--- src/rtl/fsm.sv ---
// -----------------------------------------------------------------------------
// fsm -- three-state Moore sequence detector.
//
// Walks IDLE -> STATE_1 -> FINAL while `a` stays high and falls back to IDLE
// whenever `a` is low. FINAL holds for as long as `a` stays high. The unused
// code 2'b11 always recovers to IDLE on the next edge.
//
// Ports:
//   clk    in   single clock; all state updates occur on its rising edge
//   reset  in   asynchronous, active-high; forces IDLE and clears outputs
//   a      in   control input sampled on each rising edge of clk
//   out1   out  high while the machine is in STATE_1
//   out2   out  high while the machine is in FINAL
// -----------------------------------------------------------------------------
module fsm (
    input  logic clk,
    input  logic reset,
    input  logic a,
    output logic out1,
    output logic out2
);

    // Fixed 2-bit binary encoding; 2'b11 is illegal and is caught by default.
    typedef enum logic [1:0] {
        IDLE    = 2'b00,
        STATE_1 = 2'b01,
        FINAL   = 2'b10
    } state_t;

    // Declaration initialisers give a defined IDLE state and low outputs at
    // time zero, so outputs are never X even if reset is never pulsed.
    state_t state      = IDLE;
    state_t next_state;
    logic   out1_q     = 1'b0;
    logic   out2_q     = 1'b0;
    logic   next_out1;
    logic   next_out2;

    // State register. The outputs are registered alongside the state from the
    // decode of next_state, so they change in the same cycle as the state
    // transition but cannot glitch while both state bits switch (01 -> 10).
    always_ff @(posedge clk or posedge reset) begin
        if (reset) begin
            state  <= IDLE;
            out1_q <= 1'b0;
            out2_q <= 1'b0;
        end else begin
            state  <= next_state;
            out1_q <= next_out1;
            out2_q <= next_out2;
        end
    end

    // Next-state logic and Moore decode of the state being entered.
    always_comb begin
        next_state = IDLE;
        next_out1  = 1'b0;
        next_out2  = 1'b0;

        case (state)
            IDLE:    next_state = a ? STATE_1 : IDLE;
            STATE_1: next_state = a ? FINAL   : IDLE;
            FINAL:   next_state = a ? FINAL   : IDLE;
            default: next_state = IDLE;
        endcase

        // out1 and out2 decode distinct states, so they are mutually exclusive.
        next_out1 = (next_state == STATE_1);
        next_out2 = (next_state == FINAL);
    end

    assign out1 = out1_q;
    assign out2 = out2_q;

endmodule

--- config.mk ---
export PLATFORM = sky130hd
export DESIGN_NAME = fsm
export DESIGN_NICKNAME = d
export VERILOG_FILES = /design/src/rtl/fsm.sv
export SDC_FILE = /design/constraint.sdc
export NUM_CORES = 1
export LEC_CHECK = 0
export BUFFER_PORTS_ARGS = -buffer_cell sky130_fd_sc_hd__buf_4
export CELL_PAD_IN_SITES_DETAIL_PLACEMENT = 1
export CELL_PAD_IN_SITES_GLOBAL_PLACEMENT = 2
export CORE_AREA = 2 2 39 41
export DETAILED_ROUTE_END_ITERATION = 10
export DIE_AREA = 0 0 41 43
export PLACE_DENSITY_LB_ADDON = 0.1
export REMOVE_ABC_BUFFERS = 1
export SLEW_MARGIN = 20
export SYNTH_ARGS = -nofsm -noshare
export SYNTH_HDL_FRONTEND = slang
export SYNTH_SLANG_ARGS = --single-unit
--- constraint.sdc ---
create_clock -name clk -period 1.1 [get_ports clk]
set_clock_uncertainty 0.1 [all_clocks]
set_input_delay 0 -clock clk [delete_from_list [all_inputs] [get_ports clk]]
set_output_delay 0 -clock clk [all_outputs]
set_load 0.05 [all_outputs]
==> results of run 1 <==
## cells by family after synthesis
| group | share of synthesized area |
|---|---|
| DFF | 0.5926 |
| adders and majority gates | 0.1481 |
| AOI/OAI and AO/OA | 0.04446 |
| buffers and inverters | 0.08886 |
| and+or+nand+nor | 0.1260 |
## state kept, by name, indices dropped and copies added (netlist names)
| register | flops |
|---|---|
| out1 | 1 |
| state | 2 |
| out2 | 1 |
## metrics by stage
stage	setup slack, ns	hold slack [ns]	total power [mW]	cells	TNS, ns
floorplan	-0.05995	-0.3339	0.2981	14	-0.05995
global placement	-0.1302	-0.2057	0.3862	36	-0.1635
detailed placement	-0.1400	-0.2048	0.3867	36	-0.1967
CTS	-0.07628	-0.08939	0.6138	40	-0.07628
global route	-0.1147	0.1205	0.6739	41	-0.1471
finish	-0.07888	0.1056	0.6243	41	-0.07888
## timing repair
action / in CTS / in global routing
resized for setup: 6 / 2
hold buffers: 1 / 1
buffers inserted: 0 / 0
endpoints found under the hold margin: 6 / 2
endpoints found under the setup margin: 3 / 2
pin swaps: 2 / 2
## routing by layer
layer  vias to the layer above  share of wire  global-route usage
met1                        62           0.38             0.05178
met4                         0              0              0.1000
li1                         63              -                   -
met5                         -              0                   0
met3                         0          0.057             0.01571
met2                         4           0.56             0.07813
## final timing paths
check / slack (ns) / startpoint / endpoint
setup / recovery: -0.08 / state[1]$_DFF_PP0_ / out2$_DFF_PP0_
hold / removal: 0.11 / reset / state[1]$_DFF_PP0_
setup reg to reg: -0.08 / state[1]$_DFF_PP0_ / out2$_DFF_PP0_
hold reg to reg: 0.65 / state[1]$_DFF_PP0_ / out1$_DFF_PP0_
max in group asynchronous: 0.65 / reset / out1$_DFF_PP0_
min in group clk: 0.46 / a / state[0]$_DFF_PP0_
## final cells by class
type,count,share of cell area
well taps,16,0.06612
multi-input cells,6,0.2645
repair buffers,8,0.2149
flip-flops and latches,4,0.3306
inverters,4,0.04959
clock buffers,3,0.07438
## where the power goes
group	switching, mW	internal (mW)	leakage, nW
combinational	0.126	0.124	0.0835
clock	0.0561	0.122	0.0138
sequential	0.0181	0.179	0.0528
total	0.200	0.424	0.150
## critical path: cells and delay by family, from the launching register on
kind,cells,cell delay [ns]
AND/OR/NAND/NOR,2,0.30
adder cells (fa/ha/maj),1,0.20
flip-flops,1,0.39
buffers and inverters,1,0.08
## cells in the mapped netlist
cell	number
inv_1	4
and2_1	1
a21boi_1	1
and3b_1	1
dfrtp_1	4
nor2b_1	1
ha_1	2
==> reports/results.tsv, run 1 <==
metric	value	unit
nets	32	
avgSynthCellArea	12.07	um2
io_pins	5	
synth_cells	14	
finalSetupViolations	1	
max_freq	848.3	MHz
startpoint_type	flip-flop	
worstPathCellList	inv_2 -> ha_4 -> and3b_1 -> nor2b_4	
violations	negative setup slack	
initial_utilization	0.1221	
hpwl	256.7	um
cp.arrival	1.20	ns
critPathMaxFanout	2	
final_common_cell	buf_4	
synth_cell_type_count	7	
synth_top_area_cell	dfrtp_1	
n_antenna_cell	0	
peakVddDrop	0.4463	mV
maxCapViolations	0	
synth.top_cell.area_share	0.5926	
dieArea	0.001763	mm2
viasPerCell	3.146	
first_global_vias	149	
path_class	reg2reg	
fin_util	0.2188	
slew-limit-headroom	0.9041	
cts_tree	built	
clockBufferDepth	2	
grt_pass1_wl	579	um
fp.dieH	43	um
fp.coreArea	0.001384	mm2
endpoint_kind	flip-flop	
num_vias	129	
cts.sink_count	4	
slew_violations	0	
drive_gt1_frac	0.6000	
cts_root_buffer	clkbuf_4	
synthToLayoutAreaGrowth	79.26	%
cts_buffers	3	
ys_warn_count	0	
drt_wl_total	384	um
regArea	100.1	um2
power.leakage	0.1500	nW
cpPeakStageDelay	0.39	ns
synthTopCellsByArea	dfrtp_1 59%, ha_1 15%, inv_1 8.9%	
h-tree-depth	1	
routedWlPerCell	9.366	um
fin_crit_sh	1.072	
netlist_area	168.9	um2
reg2regPathDepth	4	
required	1.12	ns
die_w	41	um
routabilityCongestion	0.6454	
clkLatencyLatePin	0.23	ns
powerDensity	2062	mW/mm2
finalCriticalPeriod	1.179	ns
status	finished with violations	
dr.first_iter.drc_count	0	
drtAntennaViolNets	0	
io_buffers	4	
hold_viol_final	0	
hold_class	in2async	
clk_pin_slew_worst_paths	0.04	ns
dr.pass1.iters	1	
postLayoutCellArea	302.8	um2
worst_slew_pin_slew	0.1437	ns
ys_ff_latch	4	
rows	14	
rsz0062_at_grt	true	
antenna_found_initial	0	
grt_usage	0.05936	
place_area	234.0	um2
grt_overflow_total	0	
layout_common_cells	6 x buf_4, 4 x dfrtp_1, 3 x clkbuf_4	
setup_slack	-0.07888	ns
yosysSeqAreaShare	0.5926	
fillers	159	
cp_slowest_cell	dfrtp_1	
multi_input_area	80.08	um2
drc_errors	0	
grt_max_degree	5	
(Power assumes the default switching activity.)
==> inputs of run 2 (changes only) <==
==> constraint.sdc (replaced) <==
create_clock -name clk -period 1.5 [get_ports clk]
set_clock_uncertainty 0.1 [all_clocks]
set_input_delay 0 -clock clk [delete_from_list [all_inputs] [get_ports clk]]
set_output_delay 0 -clock clk [all_outputs]
set_load 0.05 [all_outputs]
==> reports/results.tsv, run 2 (synthesized netlist as in run 1, its figures left out) <==
metric	value	unit
drtAntennaViolNets	0	
p_clk_frac	0.338	
first_global_vias	135	
grt_max_degree	5	
powerDensity	1482	mW/mm2
clockBufferDepth	2	
drt_wl_total	314	um
io_pins	5	
postCtsSetupRepairBufs	0	
use_met3	0.03141	
grtUsageMet2	0.05000	
n_antenna_cell	0	
clkLatencyLatePin	0.23	ns
r2r-start	state[0]$_DFF_PP0_	
maxCapViolations	0	
place_area	219.0	um2
setup_tns	0	ns
fp.dieH	43	um
finalCriticalPeriod	1.226	ns
slew_violations	0	
status	completed	
path_class	reg2reg	
synthToLayoutAreaGrowth	54.81	%
endpoint_kind	flip-flop	
peakVddDrop	0.2811	mV
instances_no_fill	39	
initial_utilization	0.1221	
slew-limit-headroom	0.9024	
drc_errors	0	
grt_usage	0.05337	
critPathMaxFanout	2	
grt_use_met1	0.05195	
dr.pass1.iters	2	
cp.arrival	1.25	ns
fillers	164	
dp.cells	34	
top_register	state	
grt.busiest_layer	met4	
drive_gt1_frac	0.3043	
h-tree-depth	1	
startpoint_type	flip-flop	
max_freq	815.8	MHz
worst_slew_pin_slew	0.1463	ns
hold_viol_final	0	
hold_class	in2async	
p_int	0.2646	mW
fin_crit_sh	0.8172	
rsz0062_at_grt	false	
cpPeakStageDelay	0.35	ns
p_sw	0.1230	mW
finalSetupViolations	0	
io_buffers	4	
routedWlPerCell	8.051	um
dieArea	0.001763	mm2
grt_overflow_total	0	
fin_util	0.1890	
num_vias	114	
routabilityCongestion	0.6463	
nets	30	
cp_slowest_cell	dfrtp_1	
required	1.52	ns
postLayoutCellArea	261.5	um2
viasPerCell	2.923	
cts_tree	built	
cts_root_buffer	clkbuf_4	
setup_slack	0.2742	ns
dr.first_iter.drc_count	1	
antenna_found_initial	0	
power.leakage	0.1359	nW
seqPwrFrac	0.365	
worstPathCellList	inv_1 -> ha_1 -> and3b_1 -> nor2b_1	
largest_reg_flops	2	
rows	14	
cts.sink_count	4	
clk_pin_slew_worst_paths	0.04	ns
grt_pass1_wl	510	um
pre_cts_ws	0.2701	ns
layout_common_cells	4 x inv_1, 4 x buf_4, 4 x dfrtp_1	
fp.coreArea	0.001384	mm2
p_sw_frac	0.3173	
die_w	41	um
comb_power_share	0.297	
cts_buffers	3	
startpoint	state[0]$_DFF_PP0_	
-- run 2: power by group through the flow --
stage / Clock, mW / Combinational (mW) / Sequential, mW
floorplan: 0 / 0.0388 / 0.180
global placement: 0 / 0.113 / 0.144
detailed placement: 0 / 0.112 / 0.144
CTS: 0.140 / 0.117 / 0.142
global route: 0.148 / 0.127 / 0.144
finish: 0.131 / 0.115 / 0.141
-- run 2: metal layers --
metal	wire, um	vias to the layer above
met1	139	50
li1	-	60
met4	0	0
met3	17	0
met2	156	4
met5	0	-
-- run 2: final timing paths --
check | endpoint | slack (ns) | cells past startpoint
worst min register to register | out2$_DFF_PP0_ | 0.59 | 3
worst min-delay path | state[1]$_DFF_PP0_ | 0.11 | 3
worst max-delay path | out2$_DFF_PP0_ | 0.27 | 4
max in group asynchronous | state[0]$_DFF_PP0_ | 1.05 | 3
worst max register to register | out2$_DFF_PP0_ | 0.27 | 4
min in group clk | state[0]$_DFF_PP0_ | 0.47 | 3
-- run 2: layout make-up --
class | instances | area [um2] | share of cell area
Timing Repair Buffer | 6 | 50.05 | 0.1914
Tap cell | 16 | 20.02 | 0.07655
Inverter | 4 | 15.01 | 0.05742
Clock buffer | 3 | 22.52 | 0.08612
Sequential cell | 4 | 100.1 | 0.3828
Multi-Input combinational cell | 6 | 53.80 | 0.2057
-- run 2: metrics by stage --
| step | power (mW) | hold WS (ns) |
|---|---|---|
| after floorplan | 0.2186 | -0.3339 |
| after global placement | 0.2571 | -0.2053 |
| after detailed placement | 0.2562 | -0.2020 |
| after CTS | 0.3991 | 0.1088 |
| after global routing | 0.4188 | 0.1232 |
| final | 0.3875 | 0.1076 |
-- run 2: worst max-delay path: cells and delay by family (launching register included) --
kind,cells,cell delay (ns)
adder cells (fa/ha/maj),1,0.30
buffers and inverters,1,0.05
flip-flops,1,0.35
AND/OR/NAND/NOR,2,0.31
-- run 2: what timing repair did --
| item | 4_1_cts | 5_1_grt |
|---|---|---|
| endpoints found under the hold margin | 6 | 0 |
| gates resized for setup | 0 | 0 |
| hold buffers | 2 | 0 |
==> inputs of run 3 (changes only) <==
--- a/config.mk
+++ b/config.mk
@@ -5,6 +5,7 @@
 export SDC_FILE = /design/constraint.sdc
 export NUM_CORES = 1
 export LEC_CHECK = 0
+export ABC_AREA = 1
 export BUFFER_PORTS_ARGS = -buffer_cell sky130_fd_sc_hd__buf_4
 export CELL_PAD_IN_SITES_DETAIL_PLACEMENT = 1
 export CELL_PAD_IN_SITES_GLOBAL_PLACEMENT = 2
==> constraint.sdc (replaced) <==
create_clock -name clk -period 1.1 [get_ports clk]
set_clock_uncertainty 0.1 [all_clocks]
set_input_delay 0 -clock clk [delete_from_list [all_inputs] [get_ports clk]]
set_output_delay 0 -clock clk [all_outputs]
set_load 0.05 [all_outputs]
==> reports/results.tsv, run 3 <==
metric	value	unit
clkLatencyLatePin	0.23	ns
cp.arrival	1.09	ns
critPathMaxFanout	2	
drc_errors	0	
p_sw	0.1994	mW
status	completed	
comb_power_share	0.360	
dr.pass1.iters	1	
cts_buffers	3	
fin_crit_sh	0.9458	
layout_common_cells	4 x inv_1, 4 x buf_4, 4 x dfrtp_1	
synth_top_area_cell	dfrtp_1	
place_area	226.5	um2
avgSynthCellArea	11.03	um2
p_clk_frac	0.311	
h-tree-depth	1	
power.leakage	0.1436	nW
routedWlPerCell	8.439	um
fp.dieH	43	um
max_freq	961.2	MHz
dieArea	0.001763	mm2
fp.coreArea	0.001384	mm2
initial_utilization	0.1275	
ys_warn_count	0	
synth_cells	16	
p_sw_frac	0.3417	
postLayoutCellArea	281.5	um2
drive_gt1_frac	0.4800	
synth.top_cell.area_share	0.5674	
powerDensity	2073	mW/mm2
io_pins	5	
nets	32	
finalCriticalPeriod	1.040	ns
cts.sink_count	4	
setup_tns	0	ns
dr.first_iter.drc_count	0	
die_w	41	um
drt_wl_total	346	um
slew_violations	0	
ys_ff_latch	4	
peakVddDrop	0.4408	mV
ys_top_cells_by_count	5 x inv_1, 4 x dfrtp_1, 2 x ha_1	
dp.cells	36	
grt_overflow_total	0	
seqPwrFrac	0.329	
hold_class	in2async	
grt_max_degree	5	
async_flop_share	1.000	
hpwl	269.9	um
slew-limit-headroom	0.9022	
worst_slew_pin_slew	0.1459	ns
top_register	state	
rows	14	
clk_pin_slew_worst_paths	0.04	ns
p_int	0.3842	mW
finalSetupViolations	0	
cts_root_buffer	clkbuf_4	
synth_most_common_cell	inv_1	
endpoint_kind	flip-flop	
n_antenna_cell	0	
antenna_found_initial	0	
finalPower	0.5837	mW
synth_cell_type_count	8	
maxCapViolations	0	
synthToLayoutAreaGrowth	59.57	%
num_vias	130	
io_buffers	4	
largest_reg_flops	2	
routabilityCongestion	0.6103	
cts_tree	built	
synth_edf_count	0	
startpoint_type	flip-flop	
instances_no_fill	41	
hold_viol_final	0	
clockBufferDepth	2	
drtAntennaViolNets	0	
grt_pass1_wl	579	um
holdWs	0.1041	ns
path_class	reg2reg	
grt_usage	0.05752	
netlist_area	176.4	um2
postCtsSetupRepairBufs	0	
first_global_vias	135	
required	1.15	ns
yosysSeqAreaShare	0.5674	
viasPerCell	3.171	
synthTopCellsByArea	dfrtp_1 57%, ha_1 14%, inv_1 11%	
ys.flop_type	dfrtp_1	
[run 3: power groups by stage]
stage | combinational [mW] | clock, mW | sequential, mW
global route | 0.240 | 0.203 | 0.196
floorplan | 0.0757 | 0 | 0.245
finish | 0.210 | 0.182 | 0.192
CTS | 0.187 | 0.191 | 0.191
detailed placement | 0.180 | 0 | 0.192
global placement | 0.185 | 0 | 0.194
[run 3: worst paths after layout]
path,from,to,slack (ns),depth (start not counted)
min,reset,out2$_DFF_PP0_,0.10,3
max reg2reg,state[0]$_DFF_PP0_,out2$_DFF_PP0_,0.06,4
min in group clk,a,state[0]$_DFF_PP0_,0.48,4
max,state[0]$_DFF_PP0_,out2$_DFF_PP0_,0.06,4
max in group asynchronous,reset,state[1]$_DFF_PP0_,0.65,3
min reg2reg,state[0]$_DFF_PP0_,out2$_DFF_PP0_,0.54,2
[run 3: area by class of cell]
| cell class | instances | area, um2 |
|---|---|---|
| fill | 168 | 1102 |
| sequential | 4 | 100.1 |
| multi-input combinational | 7 | 70.07 |
| timing repair buffer | 6 | 50.05 |
| clock buffer | 3 | 22.52 |
| tap | 16 | 20.02 |
| inverter | 5 | 18.77 |
[run 3: cells by family (layout without fill, tap and decap cells)]
| family | after synthesis | in the layout | share of synthesized area |
|---|---|---|---|
| buffers and inverters | 5 | 14 | 0.1064 |
| adders and majority gates | 2 | 2 | 0.1418 |
| and+or+nand+nor | 4 | 4 | 0.1347 |
| AOI/OAI and AO/OA | 1 | 1 | 0.04965 |
| DFF | 4 | 4 | 0.5674 |
[run 3: metrics by stage]
stage	util	setup WS, ns
3_5_place_dp	0.1637	0.03835
3_3_place_gp	0.1637	-0.01887
5_1_grt	0.2034	-0.01085
4_1_cts	0.1944	0.01629
2_1_floorplan	-	0.09139
6_report	0.2034	0.05960
[run 3: what timing repair did]
item	in CTS	in global routing
hold buffers	2	0
gates resized for setup	0	2
endpoints found under the hold margin	8	0
setup endpoints to repair	0	2
[run 3: worst max-delay path: stages (launching register included)]
cell,delay (ns)
dfrtp_1,0.34
inv_1,0.08
ha_4,0.28
nand2_2,0.05
nor3_2,0.12
[run 3: routing by layer]
metal,up-vias,GRT usage,routed length [um]
met3,0,0.03665,25
met1,62,0.06209,149
met5,-,0,0
li1,65,-,-
met2,3,0.05938,170
met4,0,0.08000,0
